[src/rtl/miner_dispatch.sv]
// miner_dispatch: header intake, nonce-chunk dispatch to a hasher bank,
// found-nonce and completion reporting over AXI-Stream.
module miner_dispatch #(
  parameter int N_HASHERS  = 2,
  parameter int HDR_WORDS  = 19,
  parameter int CHUNK_LOG2 = 16
) (
  input  logic                      clk,
  input  logic                      rstn,
  input  logic [31:0]               s_tdata,
  input  logic                      s_tvalid,
  input  logic                      s_tlast,
  output logic                      s_tready,
  output logic [31:0]               m_tdata,
  output logic                      m_tvalid,
  output logic                      m_tlast,
  input  logic                      m_tready,
  input  logic                      abort_i,
  output logic                      busy_o,
  output logic [32*HDR_WORDS-1:0]   hdr_o,
  output logic [N_HASHERS-1:0]      hs_start,
  output logic [32*N_HASHERS-1:0]   hs_nonce_base,
  input  logic [N_HASHERS-1:0]      hs_done,
  input  logic [N_HASHERS-1:0]      hs_found,
  input  logic [32*N_HASHERS-1:0]   hs_nonce
);
  localparam int N  = N_HASHERS;
  localparam int IW = (HDR_WORDS > 1) ? $clog2(HDR_WORDS) : 1;
  localparam logic [32:0] CHUNK = 33'd1 << CHUNK_LOG2;

  typedef enum logic [2:0] {
    IDLE, LOAD, DISPATCH, DRAIN, REPORT, FLUSH
  } state_t;

  state_t state, state_nxt;

  logic [IW-1:0] widx;
  logic [7:0]    job_id;
  logic [7:0]    found_cnt;
  logic [7:0]    drop_cnt;
  logic [32:0]   next_base;
  logic [31:0]   issued;
  logic          err_q;
  logic          abort_q;
  logic [N-1:0]  outstanding;
  logic [N-1:0]  pending;
  logic [31:0]   nonce_q [N];
  logic          pkt_rep;
  logic [3:0]    pkt_idx;

  logic          beat, last_word, hdr_end, hdr_ok;
  logic          m_hs, m_end, rep_done;
  logic [32:0]   base_nxt;
  logic [N-1:0]  free, start_oh, pend_oh, pclr, drop;
  logic [3:0]    pend_idx;
  logic [31:0]   sel_nonce;
  logic [8:0]    found_sum, drop_sum;
  logic [3:0]    rtype;

  assign beat      = s_tvalid & s_tready;
  assign last_word = widx == IW'(HDR_WORDS - 1);
  assign hdr_end   = beat & (state == IDLE || state == LOAD)
                   & (last_word | s_tlast);
  assign hdr_ok    = last_word & s_tlast;

  // lowest-index idle hasher; freed hashers show up one cycle after done
  assign free     = ~outstanding;
  assign start_oh = (state == DISPATCH) ? (free & (~free + N'(1))) : '0;
  assign hs_start = start_oh;
  assign base_nxt = next_base + CHUNK;

  assign pend_oh  = pending & (~pending + N'(1));
  assign m_hs     = m_tvalid & m_tready;
  assign m_end    = m_hs & m_tlast;
  assign rep_done = m_end & pkt_rep;
  assign drop     = hs_found & pending & ~pclr;
  assign busy_o   = state != IDLE;
  assign rtype    = err_q ? 4'h3 : (abort_q ? 4'h4 : 4'h2);

  always_comb begin
    pend_idx  = '0;
    sel_nonce = '0;
    found_sum = {1'b0, found_cnt};
    drop_sum  = {1'b0, drop_cnt};
    for (int i = 0; i < N; i++) begin
      pclr[i] = m_end & ~pkt_rep & (pkt_idx == 4'(i));
      hs_nonce_base[32*i +: 32] = start_oh[i] ? next_base[31:0] : 32'd0;
      if (pend_oh[i]) pend_idx = 4'(i);
      if (pkt_idx == 4'(i)) sel_nonce = nonce_q[i];
      found_sum = found_sum + 9'(hs_found[i]);
      drop_sum  = drop_sum + 9'(drop[i]);
    end
  end

  always_ff @(posedge clk or negedge rstn) begin
    if (!rstn) state <= IDLE;
    else       state <= state_nxt;
  end

  always_comb begin
    state_nxt = state;
    unique case (state)
      IDLE, LOAD:
        if (beat) begin
          if (hdr_end)
            state_nxt = hdr_ok ? DISPATCH : (s_tlast ? REPORT : FLUSH);
          else
            state_nxt = LOAD;
        end
      DISPATCH:
        if (abort_i || (|start_oh && base_nxt[32])) state_nxt = DRAIN;
      DRAIN:
        if (outstanding == '0 && pending == '0 && !m_tvalid)
          state_nxt = REPORT;
      REPORT:
        if (rep_done) state_nxt = IDLE;
      FLUSH:
        if (beat && s_tlast) state_nxt = REPORT;
      default: state_nxt = IDLE;
    endcase
  end

  always_ff @(posedge clk or negedge rstn) begin
    if (!rstn) begin
      s_tready    <= 1'b0;
      hdr_o       <= '0;
      widx        <= '0;
      job_id      <= 8'hFF;
      found_cnt   <= '0;
      drop_cnt    <= '0;
      next_base   <= '0;
      issued      <= '0;
      err_q       <= 1'b0;
      abort_q     <= 1'b0;
      outstanding <= '0;
      pending     <= '0;
      for (int i = 0; i < N; i++) nonce_q[i] <= '0;
      m_tvalid    <= 1'b0;
      m_tlast     <= 1'b0;
      m_tdata     <= '0;
      pkt_rep     <= 1'b0;
      pkt_idx     <= '0;
    end else begin
      s_tready <= state_nxt inside {IDLE, LOAD, FLUSH};
      if (beat && (state == IDLE || state == LOAD)) begin
        hdr_o[32*int'(widx) +: 32] <= s_tdata;
        widx <= hdr_end ? '0 : widx + IW'(1);
      end
      if (hdr_end) begin
        job_id    <= job_id + 8'd1;
        next_base <= '0;
        issued    <= '0;
        err_q     <= !hdr_ok;
        abort_q   <= 1'b0;
        found_cnt <= '0;
        drop_cnt  <= '0;
      end else begin
        if (|start_oh) begin
          next_base <= base_nxt;
          issued    <= issued + 32'd1;
        end
        if (state == DISPATCH && abort_i) abort_q <= 1'b1;
        found_cnt <= found_sum[8] ? 8'hFF : found_sum[7:0];
        drop_cnt  <= drop_sum[8] ? 8'hFF : drop_sum[7:0];
      end
      outstanding <= (outstanding & ~hs_done) | start_oh;
      pending     <= (pending & ~pclr) | hs_found;
      for (int i = 0; i < N; i++)
        if (hs_found[i] && !drop[i]) nonce_q[i] <= hs_nonce[32*i +: 32];
      // one packet at a time; word1 is loaded on the word0 handshake
      if (m_hs && !m_tlast) begin
        m_tdata <= pkt_rep ? issued : sel_nonce;
        m_tlast <= 1'b1;
      end else if (m_end) begin
        m_tvalid <= 1'b0;
        m_tlast  <= 1'b0;
        m_tdata  <= '0;
        pkt_rep  <= 1'b0;
      end else if (!m_tvalid) begin
        if (|pending) begin
          m_tvalid <= 1'b1;
          pkt_rep  <= 1'b0;
          pkt_idx  <= pend_idx;
          m_tdata  <= {4'h1, 4'h0, job_id, 12'h0, pend_idx};
        end else if (state == REPORT) begin
          m_tvalid <= 1'b1;
          pkt_rep  <= 1'b1;
          m_tdata  <= {rtype, 4'h0, job_id, found_cnt, drop_cnt};
        end
      end
    end
  end

endmodule

[config.mk]
export PLATFORM = sky130hd
export DESIGN_NAME = miner_dispatch
export DESIGN_NICKNAME = d
export VERILOG_FILES = /design/src/rtl/miner_dispatch.sv
export SDC_FILE = /design/constraint.sdc
export NUM_CORES = 1
export LEC_CHECK = 0
export CORE_AREA = 3 3 320 322
export CTS_CLUSTER_DIAMETER = 120
export DETAILED_ROUTE_END_ITERATION = 8
export DIE_AREA = 0 0 323 325
export PLACE_DENSITY = 0.58
export REMOVE_ABC_BUFFERS = 1
export SLEW_MARGIN = 30
export SYNTH_ARGS = -nofsm -noshare
export SYNTH_HDL_FRONTEND = slang
export SYNTH_SLANG_ARGS = --single-unit
[constraint.sdc]
create_clock -name clk -period 3.1 [get_ports clk]
set_input_delay 0.775 -clock clk [delete_from_list [all_inputs] [get_ports clk]]
set_output_delay 0.775 -clock clk [all_outputs]
set_load 0.02 [all_outputs]
==> metrics.cfg, run 1 <==
[floorplanning]
initial_core_util_pct = 32.9
die_y_um = 325
die_area_um2 = 105000
die_x_um = 323
fp-row-count = 116
coreArea_um2 = 99900
floorplan.io_pins = 816

[synth]
syn_avg_cell_area_um2 = 12.1
synth_commonest_cells = sky130_fd_sc_hd__dfrtp_1, sky130_fd_sc_hd__mux2_2, sky130_fd_sc_hd__nand2_1
ys_seq_elements = 796
synthesis.area_um2 = 32800
synth-main-ff-cell = sky130_fd_sc_hd__dfrtp_1
synth_edf_count = 0
yosysUniqueCellTypes = 62
netlist_top_cells_area = sky130_fd_sc_hd__dfrtp_1, sky130_fd_sc_hd__mux2_2, sky130_fd_sc_hd__nand2_1
async_reset_ff_share_pct = 100
syn-instance-count = 2714
ys.warnings.count = 0
sequential_to_total_area_share_from_yosys_stat_pct = 60.8
post-synth-top-area-fraction_pct = 60.1
synth.most_common_cell = sky130_fd_sc_hd__dfrtp_1
synthDominantAreaCellType = sky130_fd_sc_hd__dfrtp_1

[sta]
final_number_of_hold_violating_endpoints = 0
finalWorstPathRequiredPeriod_ps = 3030
final-setup-viol-count = 0
max_slew_margin_pct = 42.1
setup_total_neg_slack_ps = 0
layout_worst_path_cycle_share_pct = 97.8
timing.final.max_slew_violations = 0
max_clock_skew_ps = 20.8
grt_setup_unrepaired = true
tightest_slew_ps = 866
fmaxAchievable_mhz = 330

[global_routing]
global_route_wire_length_before_repair_um = 182000
grt_usage_pct = 23.7
grt.overflow.total = 0
grt_antenna_before_repair = 11
first_global_vias = 24500
grt_start_max_net_pins = 68

[power_and_ir_drop]
switchingPower_mw = 9.59
leakage_nw = 21.1
share_seq_of_total_power_pct = 41.3
irDropWorstVdd_v = 0.000424
combPwrFrac_pct = 23.0
power_report.internal_total_mw = 21.3
power.share.clock_pct = 35.7
switching_share_pct = 31.0
power.density_cell_area_nw_per_um2 = 667
design_power_total_mw = 30.9

[critical_path]
worst_path_max_delay_cell = sky130_fd_sc_hd__or3b_4
timing.critical_path.from_type = register
critical_path_required_ps = 2320
rrSetupSlack_ps = 390
timing.rr.end = hdr_o[550]$_DFFE_PN0P_
cp_cell_sequence = or3b_4, nor3b_4, buf_12, clkbuf_16, and2_4, buf_6
crit_arrival_ps = 2260
endpoint_kind_of_the_worst_setup_timing_path = primary output
critPathMaxFanout = 4
path_type_of_the_worst_setup_path = register to primary output
rr_startpoint = widx[0]$_DFFE_PN0P_
rr_worst_depth = 10
crit_start = state[0]$_DFF_PN0_
cpPeakStageDelay_ps = 430

[route]
final_antenna_net_count = 0
total_via_count_in_the_routed_design = 24200
pre_antenna_drt_iters = 5
first_iter_violations = 1434
postRouteWirelength_um = 127000
remaining_drc_errors = 0
wl_per_cell_um = 25.7
vias_per_cell = 4.89

[cts]
cts.htree.levels = 3
clock_buffer_count_from_cts = 90
clock_latency_ps = 660
clock_path_buffers = 3
cts_sinks = 796
clock_transition_time_at_the_flip_flop_clock_pins_of_the_worst_setup_and_hold_paths_ps = 50
tritoncts = done
clock_tree.root_cell = sky130_fd_sc_hd__clkbuf_16

[finish]
share_of_final_layout_standard_cells_stronger_than_drive_strength_1_pct = 23.1
num-nets-final = 3680
synthToLayoutAreaGrowth_pct = 41.3

[placed_design]
place.detailed.hpwl_um = 92600
portBuffers = 783
place_congestion = 0.837

[worst_hold_path]
worstHoldPathType = input port to asynchronous set/reset pin

[status]
status = finished clean

[run]
cap_viol_max_count = 0

power groups by stage:
stage                     combinational, mW  clock [mW]  sequential (mW)
final                                  7.12        11.0             12.8
after global routing                   7.73        11.8             12.9
after CTS                              7.23        11.3             12.8
after detailed placement               7.21           0             12.9
after global placement                 7.14           0             12.9
after floorplan                        2.93           0             13.4
cell families after synthesis:
logic type                 after synthesis  synth area share, %
DFF                                    796                 60.8
and+or+nand+nor                        700                 9.63
muxes                                  517                 17.5
AOI/OAI and AO/OA                      366                 6.35
buffers and inverters                  261                 3.60
xor gates and xnor gates                62                 1.66
adders and majority gates               11                0.465
other                                    1               0.0114
layout make-up:
type / instances / area, um2
fill: 9243 / 53500
sequential: 796 / 19900
clock inverter: 32 / 450
timing repair buffer: 938 / 9550
tap: 1298 / 1620
antenna: 4 / 10.0
multi-input combinational: 1688 / 12000
inverter: 49 / 184
clock buffer: 132 / 2630
metrics by stage:
step	setup slack [ps]	util, %	cells	hold WS (ps)	cell area [um2]
finish	69.5	46.4	4937	152	46400
global route	-25.5	46.4	4935	140	46400
CTS	4.51	46.4	4931	118	46300
detailed placement	-31.2	43.2	4763	469	43200
global placement	-23.5	43.2	4763	460	43200
floorplan	-1550	-	2533	453	31900
worst max path at each step:
| stage | endpoint | slack, ps | cells after the start |
|---|---|---|---|
| after floorplan | next_base[18]$_DFFE_PN0P_ | -1550 | 5 |
| after global placement | drop_cnt[0]$_DFF_PN0_ | -20 | 11 |
| after detailed placement | drop_cnt[1]$_DFF_PN0_ | -30 | 11 |
| after CTS | hs_nonce_base[30] | 5 | 5 |
| after global routing | hs_nonce_base[57] | -30 | 6 |
| final | hs_nonce_base[57] | 70 | 6 |
cells in the final DEF, fill, tap and decap left out, types with 16 or more instances in the layout:
cell / n
sky130_fd_sc_hd__nand3_1: 28
sky130_fd_sc_hd__nor2_1: 65
sky130_fd_sc_hd__clkbuf_8: 20
sky130_fd_sc_hd__a22oi_1: 24
sky130_fd_sc_hd__conb_1: 32
sky130_fd_sc_hd__clkinv_2: 16
sky130_fd_sc_hd__mux2i_1: 57
sky130_fd_sc_hd__mux2_2: 450
sky130_fd_sc_hd__inv_1: 49
sky130_fd_sc_hd__buf_4: 109
sky130_fd_sc_hd__clkbuf_1: 21
sky130_fd_sc_hd__and2_1: 76
sky130_fd_sc_hd__clkdlybuf4s50_1: 748
sky130_fd_sc_hd__nand2_1: 410
sky130_fd_sc_hd__xnor2_1: 47
sky130_fd_sc_hd__buf_12: 46
sky130_fd_sc_hd__dfrtp_1: 786
sky130_fd_sc_hd__a21oi_1: 26
sky130_fd_sc_hd__clkbuf_16: 92
sky130_fd_sc_hd__nand4_1: 19
sky130_fd_sc_hd__o21ai_0: 253
per-layer routing:
metal	track usage, %	routed length (um)	vias up
met5	0	22	-
met4	8.27	4650	4
met3	6.16	9110	183
met2	40.5	62400	791
met1	29.0	50700	12200
li1	-	-	11000
critical path, delay by kind of cell (launching register included):
kind,cells,cell delay (ps)
flops,1,380
simple gates,3,800
buf+inv,3,430
sequential cells by signal (all words and copies together), names as in the netlist, 3 cells and up:
name and count:
m_tdata 32, hdr_o 608, found_cnt 8, job_id 8
state 3, next_base 17, issued 32, nonce_q 64
widx 5, drop_cnt 8
what timing repair did:
action | 4_1_cts | 5_1_grt
hold buffers | 0 | 0
endpoints found under the setup margin | 34 | 28
gates cloned | 2 | 1
resized for setup | 133 | 38
pin swaps | 2 | 0
buffers inserted | 2 | 1
hold endpoints to repair | 0 | 0
Note: power is estimated with default switching activity, not from simulation.
==> run 2: changes to the inputs <==
- CTS_CLUSTER_DIAMETER: 120 -> not set
- PLACE_DENSITY: 0.58 -> not set
- SLEW_MARGIN: 30 -> not set
==> run 2 against run 1 <==
  * Final cell count down 0.38%
  * Via count decreased by 0.24%
  * Flip-flop and latch count stayed put
  * Combinational power is 1% lower
  * Non-clock buffer count shrank 26
  * Clock skew grew 36 ps
  * Wire length down 2.7%
  * Design area decreased by 0.97%
  * Die area did not move
  * Sequential power is essentially flat
  * Clock-buffer cell count up 2
  * Sequential share of layout area rose by 0.42 points
==> metrics.cfg, run 2 (same netlist as run 1, synthesis figures left out) <==
[sta]
final_number_of_hold_violating_endpoints = 0  ; unchanged
layout_worst_path_cycle_share_pct = 97.0  ; -0.71 points
tightest_slew_ps = 987  ; +121 ps
grt_setup_unrepaired = true
timing.final.max_slew_violations = 0  ; unchanged
max_clock_skew_ps = 57.0  ; +36.2 ps
final.hold.worst_slack_ps = 92.7  ; -59.3 ps
final-setup-viol-count = 0  ; unchanged
finalWorstPathRequiredPeriod_ps = 3010  ; -22.1 ps
fmaxAchievable_mhz = 332  ; +0.74%
max_slew_margin_pct = 34.0  ; -8.1 points

[placed_design]
place.detailed.hpwl_um = 90200  ; -2.6%
portBuffers = 783  ; unchanged
place_congestion = 0.837  ; about the same

[route]
final_antenna_net_count = 0  ; unchanged
vias_per_cell = 4.90  ; +0.15%
first_iter_violations = 1516  ; +5.7%
total_via_count_in_the_routed_design = 24100  ; -0.24%
postRouteWirelength_um = 123000  ; -2.7%
remaining_drc_errors = 0  ; unchanged
pre_antenna_drt_iters = 7  ; +2
wl_per_cell_um = 25.1  ; -2.4%

[finish]
final_core_util_pct = 46.0  ; -0.45 points
synthToLayoutAreaGrowth_pct = 40.0
nFillCells = 9217  ; -0.28%
top_regs = hdr_o (608), nonce_q (64)
leading_cell_type_in_the_layout_fill_and_taps_excluded = sky130_fd_sc_hd__dfrtp_1
max_reg_flops = 608  ; unchanged
most-common-layout-cells = sky130_fd_sc_hd__dfrtp_1, sky130_fd_sc_hd__clkdlybuf4s50_1, sky130_fd_sc_hd__mux2_2
num-nets-final = 3655  ; -0.68%
share_of_final_layout_standard_cells_stronger_than_drive_strength_1_pct = 22.3  ; -0.76 points
most_flops_register = hdr_o

[critical_path]
critPathMaxFanout = 11  ; +7
cp_cell_sequence = or3b_4, nor3b_4, buf_6, and2_1, buf_2
critical-path-top-delay-family = simple AND/OR/NAND/NOR gates
crit_arrival_ps = 2230  ; -30 ps
endpoint_kind_of_the_worst_setup_timing_path = primary output
rrSetupSlack_ps = 380  ; about the same
path_buf_inv = 2  ; -1
cpPeakStageDelay_ps = 450  ; +20 ps
path_type_of_the_worst_setup_path = register to primary output
worst_path_max_delay_cell = sky130_fd_sc_hd__or3b_4
critical_path_required_ps = 2320  ; about the same
timing.critical_path.from_type = register

[cts]
cts.htree.levels = 3  ; unchanged
cts_hold_buffers = 0  ; unchanged
clock_path_buffers = 3  ; unchanged
tritoncts = done
clock_latency_ps = 680  ; +20 ps
cts_sinks = 796  ; unchanged
clock_tree.root_cell = sky130_fd_sc_hd__clkbuf_16
clock_buffer_count_from_cts = 91  ; +1.1%
clock_transition_time_at_the_flip_flop_clock_pins_of_the_worst_setup_and_hold_paths_ps = 60  ; about the same

[power_and_ir_drop]
irDropWorstVdd_v = 0.000595  ; +40%
power.density_cell_area_nw_per_um2 = 671  ; +0.60%
leakage_nw = 21.0  ; -0.94%

[global_routing]
grt_usage_pct = 23.1  ; -0.62 points
grt_antenna_before_repair = 11  ; unchanged
grt.busiest_layer = met2
grt.met2_usage_pct = 39.3  ; -1.2 points
gr-usage-met3_pct = 6.55  ; +0.39 points
met1_usage_pct = 28.0  ; -0.92 points
grt.overflow.total = 0  ; unchanged
grt_start_max_net_pins = 97  ; +43%
first_global_vias = 24200  ; -1.3%
global_route_wire_length_before_repair_um = 178000  ; -2.0%

[worst_hold_path]
worstHoldPathType = input port to asynchronous set/reset pin

[floorplanning]
coreArea_um2 = 99900  ; unchanged
initial_core_util_pct = 32.9  ; unchanged
die_y_um = 325  ; unchanged
die_area_um2 = 105000  ; unchanged
floorplan.io_pins = 816  ; unchanged
fp-row-count = 116  ; unchanged
die_x_um = 323  ; unchanged

[run]
cap_viol_max_count = 0  ; unchanged

[status]
status = finished clean

[run 2: cell count changes in the layout (fill, tap and decap cells not counted), sizes merged, moves of 3 or more]
cell    delta
clkinv     +6
clkbuf    -12
bufinv     -3
buf       -13
[run 2: metrics by stage]
stage	std cells	setup TNS [ps]	worst slack, ps	power (mW)	cell area, um2
2_1_floorplan	2533	-206950	-1550	16.3	31900
3_3_place_gp	4742	0	56.3	20.0	42900
3_5_place_dp	4742	-62.5	-30.3	20.1	42900
4_1_cts	4914	0	16.8	31.2	46000
5_1_grt	4916	-2.04	-1.17	32.3	45900
6_report	4918	0	91.6	30.8	45900
[run 2: repair_timing]
item / CTS / global route
endpoints found under the setup margin: 34 / 20
pin swaps: 1 / 0
buffers inserted: 1 / 0
resized for setup: 119 / 18
endpoints found under the hold margin: 0 / 0
[run 2: path summary, 6_finish.rpt]
kind | start | end | cells past startpoint
hold reg to reg | m_tdata[18]$_DFFE_PN0P_ | m_tdata[18]$_DFFE_PN0P_ | 2
setup / recovery | state[2]$_DFF_PN0_ | hs_nonce_base[60] | 5
hold / removal | rstn | hdr_o[428]$_DFFE_PN0P_ | 1
min in group clk | m_tdata[18]$_DFFE_PN0P_ | m_tdata[18]$_DFFE_PN0P_ | 2
max in group asynchronous | rstn | nonce_q[54]$_DFFE_PN0P_ | 2
setup reg to reg | widx[0]$_DFFE_PN0P_ | hdr_o[565]$_DFFE_PN0P_ | 10
[run 2: area by class of cell]
class                   count  area (um2)  share of cell area, %
flip-flops and latches    796       19900                   43.4
multi-input cells        1688       12000                   26.0
repair buffers            912        9110                   19.8
clock buffers             134        2660                   5.79
well taps                1298        1620                   3.54
clock inverters            37         438                  0.954
inverters                  49         184                  0.401
diodes                      4        10.0                 0.0218
[run 2: report_power, final]
part	total (mW)	internal, mW	switching [mW]
clock	11.0	6.43	4.57
combinational	7.05	2.98	4.07
sequential	12.8	11.7	1.04
total	30.8	21.1	9.68
[run 2: layer usage]
layer | vias up | routed length (um)
met5 | - | 21
met4 | 4 | 4330
met3 | 186 | 9150
met2 | 746 | 60600
met1 | 12300 | 49300
li1 | 10900 | -
[run 2: worst reg2reg max path, cell delays in order (launching register included)]
cell and delay, ps:
sky130_fd_sc_hd__dfrtp_1 340, sky130_fd_sc_hd__inv_1 80, sky130_fd_sc_hd__ha_1 220, sky130_fd_sc_hd__nand2b_1 110, sky130_fd_sc_hd__nor2_1 60, sky130_fd_sc_hd__ha_1 390, sky130_fd_sc_hd__nor2b_1 180, sky130_fd_sc_hd__nand2_1 110
sky130_fd_sc_hd__or4_2 600, sky130_fd_sc_hd__buf_12 200, sky130_fd_sc_hd__o31ai_1 370
